<file path="config.mk">
export PLATFORM = sky130hd
export DESIGN_NAME = ripple_count_capture
export DESIGN_NICKNAME = d
export VERILOG_FILES = /design/src/rtl/ripple_count_capture_pkg.sv /design/src/rtl/ripple_count_capture_bus_sync_filter.sv /design/src/rtl/ripple_count_capture.sv
export SDC_FILE = /design/constraint.sdc
export NUM_CORES = 1
export LEC_CHECK = 0
export CORE_ASPECT_RATIO = 1.2
export CORE_MARGIN = 2
export CORE_UTILIZATION = 40
export DETAILED_ROUTE_END_ITERATION = 10
export GPL_TIMING_DRIVEN = 0
export PLACE_DENSITY = 0.67
export RECOVER_POWER = 25
export SLEW_MARGIN = 15
export SYNTH_ARGS = -nofsm -noshare
export SYNTH_HDL_FRONTEND = slang
export SYNTH_SLANG_ARGS = --single-unit
export TNS_END_PERCENT = 20
</file>
<file path="constraint.sdc">
create_clock -name clk -period 4.8 [get_ports clk]
set_input_delay 1.44 -clock clk [delete_from_list [all_inputs] [get_ports clk]]
set_output_delay 1.44 -clock clk [all_outputs]
set_load 0.01 [all_outputs]
</file>
<file path="src/rtl/ripple_count_capture_pkg.sv">
// Shared types and constants for the ripple-counter capture block.
package ripple_count_capture_pkg;

   typedef enum logic [1:0] {
      INIT = 2'd0,
      IDLE = 2'd1,
      HOLD = 2'd2
   } state_e;

   localparam int MIN_SYNC_STAGES = 2;

   // Stage count actually built; anything below the minimum is raised to it.
   function automatic int sync_depth(input int requested);
      return (requested < MIN_SYNC_STAGES) ? MIN_SYNC_STAGES : requested;
   endfunction

endpackage

</file>
<file path="src/rtl/ripple_count_capture_bus_sync_filter.sv">
// Multi-flop synchroniser for a ripple bus plus a two-sample stability filter.
module bus_sync_filter
   import ripple_count_capture_pkg::*;
#(
   parameter int W      = 4,
   parameter int STAGES = 2
) (
   input  logic         clk,
   input  logic         reset,
   input  logic [W-1:0] async_in,
   output logic         settled,
   output logic [W-1:0] settled_val
);

   localparam int NS = sync_depth(STAGES);

   logic [NS-1:0][W-1:0] sync_r;
   logic [W-1:0]         prev_q;
   logic [W-1:0]         sync_q;
   // Tracks how far real samples have propagated since reset, so the
   // zeroed flops are never mistaken for a settled code of 0.
   logic [NS:0]          vld_pipe;

   assign sync_q = sync_r[NS-1];

   always_ff @(posedge clk) begin
      if (reset) begin
         sync_r   <= '0;
         prev_q   <= '0;
         vld_pipe <= '0;
      end else begin
         sync_r   <= {sync_r[NS-2:0], async_in};
         prev_q   <= sync_q;
         vld_pipe <= {vld_pipe[NS-1:0], 1'b1};
      end
   end

   assign settled     = vld_pipe[NS] && (sync_q == prev_q);
   assign settled_val = sync_q;

endmodule

</file>
<file path="src/rtl/ripple_count_capture.sv">
// Captures a ripple counter into clk, turns settled codes into increments and reports them on valid/ready.
module ripple_count_capture
   import ripple_count_capture_pkg::*;
#(
   parameter int CNT_W       = 4,
   parameter int ACC_W       = 16,
   parameter int SYNC_STAGES = 2
) (
   input  logic             clk,
   input  logic             reset,
   input  logic [CNT_W-1:0] async_count,
   input  logic             clear,
   input  logic             out_ready,
   output logic             out_valid,
   output logic [ACC_W-1:0] out_total,
   output logic [ACC_W-1:0] out_delta,
   output logic             overflow
);

   logic             settled;
   logic [CNT_W-1:0] settled_val;

   bus_sync_filter #(
      .W      (CNT_W),
      .STAGES (SYNC_STAGES)
   ) u_sync (
      .clk         (clk),
      .reset       (reset),
      .async_in    (async_count),
      .settled     (settled),
      .settled_val (settled_val)
   );

   state_e           state;
   logic [CNT_W-1:0] base;
   logic [ACC_W-1:0] total;
   logic [ACC_W-1:0] pending;

   logic             have_d;
   logic [CNT_W-1:0] diff;
   logic [ACC_W-1:0] d_eff;
   logic [ACC_W:0]   tot_sum;
   logic [ACC_W:0]   pend_sum;
   logic [ACC_W-1:0] pend_sat;

   // Modular difference handles counter wrap (15 -> 0 gives 1).
   always_comb begin
      have_d   = settled && (settled_val != base) && (state != INIT);
      diff     = settled_val - base;
      d_eff    = have_d ? ACC_W'(diff) : '0;
      tot_sum  = {1'b0, total} + {1'b0, d_eff};
      pend_sum = {1'b0, pending} + {1'b0, d_eff};
      pend_sat = pend_sum[ACC_W] ? '1 : pend_sum[ACC_W-1:0];
   end

   always_ff @(posedge clk) begin
      if (reset || clear) begin
         state     <= INIT;
         total     <= '0;
         pending   <= '0;
         overflow  <= 1'b0;
         out_valid <= 1'b0;
         out_total <= '0;
         out_delta <= '0;
         if (reset) base <= '0;
      end else begin
         if (have_d) begin
            base  <= settled_val;
            total <= tot_sum[ACC_W-1:0];
            if (tot_sum[ACC_W]) overflow <= 1'b1;
         end

         case (state)
            INIT: begin
               if (settled) begin
                  base  <= settled_val;
                  state <= IDLE;
               end
            end

            IDLE: begin
               if (have_d) begin
                  out_delta <= d_eff;
                  out_total <= tot_sum[ACC_W-1:0];
                  out_valid <= 1'b1;
                  state     <= HOLD;
               end
            end

            HOLD: begin
               if (pend_sum[ACC_W]) overflow <= 1'b1;
               if (out_ready) begin
                  // Anything gathered while stalled goes out back-to-back.
                  if (pend_sat != '0) begin
                     out_delta <= pend_sat;
                     out_total <= tot_sum[ACC_W-1:0];
                     pending   <= '0;
                  end else begin
                     out_valid <= 1'b0;
                     state     <= IDLE;
                  end
               end else begin
                  pending <= pend_sat;
               end
            end

            default: state <= INIT;
         endcase
      end
   end

endmodule

</file>
==> results of run 1 <==
[worst paths after layout]
path / startpoint / end / slack [ns] / cells after the start
hold / removal: u_sync.sync_r[1] / u_sync.settled_val[1] / 0.44 / 1
setup reg to reg: u_sync.settled_val[0] / out_delta[6] / 0.18 / 18
setup / recovery: u_sync.settled_val[0] / out_delta[6] / 0.18 / 18
hold reg to reg: u_sync.sync_r[1] / u_sync.settled_val[1] / 0.44 / 1
[area by class of cell]
| cell class | instances | area [sq um] |
|---|---|---|
| tap | 154 | 192.7 |
| multi-input combinational | 410 | 2661 |
| fill | 1053 | 5513 |
| clock buffer | 12 | 246.5 |
| inverter | 14 | 52.55 |
| clock inverter | 4 | 70.07 |
| timing repair buffer | 47 | 467.9 |
| sequential | 87 | 1782 |
| buffer | 31 | 155.1 |
[power by group]
group	switching, uW	internal (uW)	total [uW]
clock	282	469	751
sequential	3.92	735	739
combinational	38.1	24.1	62.2
[through the flow]
step | power [uW] | hold slack (ns)
final | 1552 | 0.4371
after global routing | 1600 | 0.4511
after CTS | 1559 | 0.4409
after detailed placement | 814.3 | 0.4266
after global placement | 812.4 | 0.4169
after floorplan | 792.9 | 0.4138
[timing repair]
action                                  CTS  global route
endpoints found under the setup margin   38            36
pin swaps                                 1             2
buffers inserted                          2             4
gates resized for setup                   5             7
gates cloned                              0             1
[registers in the layout, summed over array words and instances, names as in the netlist]
name,count
out_delta,16
out_total,16
pending,16
total,16
base,4
u_sync.prev_q,4
u_sync.settled_val,4
u_sync.sync_r,4
u_sync.vld_pipe,3
state,2
out_valid,1
overflow,1
[cell usage after synthesis (5+ instances only)]
cell / instances
ha_1: 11
a21o_1: 7
dfxtp_1: 83
and3_1: 6
mux2i_1: 7
xnor2_1: 24
o2bb2ai_1: 5
o21ai_1: 19
xor2_1: 18
nor3_1: 17
clkbuf_1: 20
nand4_1: 9
nor2b_1: 14
nand2b_1: 6
nand3_1: 14
nor2_1: 59
nand2_1: 56
inv_1: 14
a211oi_1: 16
a21oi_1: 22
o21a_1: 11
o21ai_0: 25
[routing by layer]
metal | wire [microns] | global-route usage, %
met1 | 5271 | 25.13
met2 | 6044 | 34.99
met3 | 615 | 2.938
met4 | 463 | 11.42
met5 | 0 | 0
[cells by family after synthesis]
logic type | synth area share, %
flops | 38.73
xor+xnor | 7.996
fa+ha+maj | 4.297
compound gates | 21.05
buf+inv | 4.569
mux | 1.523
simple gates | 21.84
==> impl_metrics.ini, run 1 <==
[outcome]
status = completed

[timing]
max_slew.worst_pin.slew_ns = 0.7674
timing.final.ws_setup_ns = 0.1790
max_freq_ghz = 0.2164
skew_ns = 0.008130
finalCriticalPeriod_ns = 4.621
drv_slew = 0
setup_viol = 0
hold_viol = 0
period_share_pct = 96.27
fin_tns_setup_ns = 0
relSlewSlack_pct = 48.65

[clock_network]
root_buffer = clkbuf_16
clk_latency_ns = 0.34
cts_tree = done
ctsHtreeMaxLevel = 3
clock-sinks = 87
ctsHoldBuffers = 0
clk_pin_slew_ns = 0.06
numCtsBuffers = 9
cts_buffer_depth = 2

[grt]
grt_start_max_net_pins = 15
grt_pass1_wl_microns = 19900
grt_overflow = 0
grt_pass1_vias = 3993
antenna_found_initial = 0
grt_usage_pct = 20.75

[power]
leakage_uw = 0.002036
peakVddDrop_v = 0.0002029
pwr_density_cell_nw_per_um2 = 275.7

[routing]
dr.pass1.iters = 5
via_per_inst = 5.490
drt_wl_total_microns = 12390
wl_per_cell_microns = 16.33
drcViolationCount = 0
route.vias.total = 4167
first_iter_violations = 256
ant_nets = 0

[logic_synthesis]
yosysSeqAreaShare_pct = 38.73
yosys_warnings = 0
syn_nets = 564
synthCells = 542
synth_top_flop_cell = dfxtp_1
ys_top_cells_by_area = dfxtp_1 (36%), nor2_1 (4.8%), nand2_1 (4.6%)
yosysTopAreaCellShare_pct = 36.12
synth-seq-cells = 87
synth_edf_count = 4
avgSynthCellArea_sq_um = 8.488
synth.cell_area_sq_um = 4601
yosys.area.top_type = dfxtp_1
synth_cell_types = 60
synthArstFlopShare_pct = 0

[floorplanning]
io_pins = 42
dieArea_sq_um = 12380
die_w_microns = 101.9
dieHeight_microns = 121.5
num_rows = 42
core_area_sq_um = 11140
start_util_pct = 41.30

[final_layout]
syn_to_final_growth_pct = 22.33
num-nets-final = 622
post-route-util_pct = 50.52
final_cell_mix = dfxtp_1 (83), nor2_1 (57), nand2_1 (56), o21ai_0 (25)
final_area_sq_um = 5628
drive_gt1_share_pct = 9.091
fin_cells = 759
diodes = 0
mostFrequentLayoutCell = dfxtp_1

[setup_path]
path_class = reg2reg
worst-path-max-fanout = 10
critPathRequiredTime_ns = 5.02
critPathTopFamily = compound AO/OA/AOI/OAI gates
crit_path_cell_trace = inv_1 > ha_1 > and4_1 > nor3_4 > o21ai_0 > clkbuf_2 > nor2_1 > ha_1 > fa_2 > a211oi_4 > nor2_1 > a31oi_1 > a2111o_1 > o31a_1 > buf_4 > buf_6 > o2111ai_1 > o21ai_1
slowest_delay_ns = 0.49
cp-end-kind = flop
cpMaxStageDelayCell = a2111o_1
path_buf_inv = 4
crit_arrival_ns = 4.84
start_kind = flop

[placement]
dpl.hpwl_microns = 8999
dp_cells = 737
routabilityCongestion = 0.9613
io_buffers = 41
placed_area_sq_um = 5204
dpl_worst_slack_ns = -0.2330

[min_path]
hold_class = reg2reg

[job]
maxCapViolCount = 0
(Power assumes the default switching activity.)
==> run 2, diff against run 1 <==
PLACE_DENSITY = 0.55   (was 0.67)
RECOVER_POWER = not set   (was 25)
==> impl_metrics.ini, run 2 (synthesis gave the netlist of run 1 again) <==
[setup_path]
critPathRequiredTime_ns = 5.02
reg2reg_from = u_sync.settled_val[0]
start_kind = flop
cp-startpoint = u_sync.settled_val[0]
cpMaxStageDelayCell = a2111o_1
cp-end-kind = flop
crit_path_cell_trace = inv_1 > ha_1 > and4_1 > nor3_4 > buf_4 > o21a_2 > nand2b_1 > inv_1 > ha_1 > a21o_1 > o2bb2ai_2 > or3_1 > a2111o_1 > o31a_1 > buf_4 > buf_6 > o2111ai_1 > o21ai_1
crit_arrival_ns = 4.72
slowest_delay_ns = 0.44
worst-path-max-fanout = 10
path_class = reg2reg

[clock_network]
cts_tree = done
clock-sinks = 87
numCtsBuffers = 9
ctsHtreeMaxLevel = 3
root_buffer = clkbuf_16
cts_buffer_depth = 2
clk_latency_ns = 0.34
clk_pin_slew_ns = 0.06
ctsHoldBuffers = 0

[final_layout]
fin_cells = 761
num-nets-final = 624
multiInputGateArea_sq_um = 2674
fillers = 1087
diodes = 0
seqCellArea_sq_um = 1782
syn_to_final_growth_pct = 22.71
final_cell_mix = dfxtp_1 (83), nand2_1 (56), nor2_1 (54), clkdlybuf4s50_1 (41), o21ai_0 (25)
drive_gt1_share_pct = 10.05
mostFrequentLayoutCell = dfxtp_1

[timing]
fin_tns_setup_ns = 0
finalCriticalPeriod_ns = 4.501
max_slew.worst_pin.slew_ns = 0.7495
timing.final.ws_setup_ns = 0.2992
drv_slew = 0
period_share_pct = 93.77
hold_viol = 0
skew_ns = 0.008938
max_freq_ghz = 0.2222
relSlewSlack_pct = 49.85
setup_viol = 0

[floorplanning]
io_pins = 42
die_w_microns = 101.9
dieArea_sq_um = 12380
num_rows = 42
start_util_pct = 41.30
dieHeight_microns = 121.5
core_area_sq_um = 11140

[routing]
drt_wl_total_microns = 12480
dr.pass1.iters = 5
route.vias.total = 4084
drcViolationCount = 0
via_per_inst = 5.367
first_iter_violations = 144
ant_nets = 0
wl_per_cell_microns = 16.39

[outcome]
status = completed

[grt]
grt_pass1_vias = 3885
grt_overflow = 0
grt_pass1_wl_microns = 20280
antenna_found_initial = 0
grt_start_max_net_pins = 16
grt_usage_pct = 21.25

[power]
pwr_density_cell_nw_per_um2 = 273.6
peakVddDrop_v = 0.0001664
p_total_uw = 1544
leakage_uw = 0.001981

[min_path]
worstHoldStart = u_sync.sync_r[1]
hold_class = reg2reg

[placement]
routabilityCongestion = 0.8418
io_buffers = 41
dp_cells = 737
dpl.hpwl_microns = 9232
dpl_worst_slack_ns = -0.3540

[job]
maxCapViolCount = 0
## run 2: cell count changes in the layout (fill, tap and decap cells not counted), sizes merged
cell | previous run | this run
clkdlybuf4s50 | 24 | 41
dlygate4sd3 | 17 | 0
buf | 18 | 20
bufinv | 2 | 1
clkbuf | 31 | 30
clkinvlp | 0 | 1
inv | 14 | 15
## run 2: timing repair
action	4_1_cts	5_1_grt
cloned	0	1
endpoints found under the setup margin	37	41
buffers inserted	4	4
pin swaps	1	3
gates resized for setup	4	13
## run 2: final timing paths
kind | slack, ns | cells after the start | endpoint
hold reg to reg | 0.44 | 1 | u_sync.settled_val[1]
hold / removal | 0.44 | 1 | u_sync.settled_val[1]
setup / recovery | 0.30 | 18 | out_delta[6]
setup reg to reg | 0.30 | 18 | out_delta[6]
## run 2: routing by layer
metal / wire [microns] / vias up / share of wire [%] / GRT usage (%)
li1: - / 2052 / - / -
met1: 5545 / 1910 / 44 / 27.46
met2: 6035 / 99 / 48 / 34.70
met3: 555 / 23 / 4.4 / 4.032
met4: 340 / 0 / 2.7 / 8.417
met5: 0 / - / 0 / 0
## run 2: cell type report
type	instances	area share [%]
Sequential cell	87	31.56
Multi-Input combinational cell	410	47.36
Tap cell	154	3.413
Timing Repair Buffer	49	8.333
Inverter	14	0.9309
Clock buffer	11	4.477
Clock inverter	5	1.130
Buffer	31	2.793
## run 2: through the flow
| stage | area (sq um) | hold WS [ns] | utilization, % |
|---|---|---|---|
| floorplan | 4601 | 0.4138 | - |
| global placement | 5204 | 0.4166 | 46.71 |
| detailed placement | 5204 | 0.4217 | 46.71 |
| CTS | 5564 | 0.4423 | 49.94 |
| global route | 5645 | 0.4634 | 50.67 |
| finish | 5645 | 0.4363 | 50.67 |
## run 2: report_power, final
group	switching [uW]	internal, uW	leakage, uW	total, uW
Combinational	40.1	25.0	0.00111	65.1
Clock	305	436	0.000152	741
Sequential	3.97	735	0.000715	739
## run 2: critical path: cells and delay by family, from the launching register on
kind                     cells  cell delay, ns
AO/OA/AOI/OAI                7            1.64
adder cells (fa/ha/maj)      2            0.63
buffers and inverters        5            0.76
flip-flops                   1            0.36
AND/OR/NAND/NOR              4            0.99
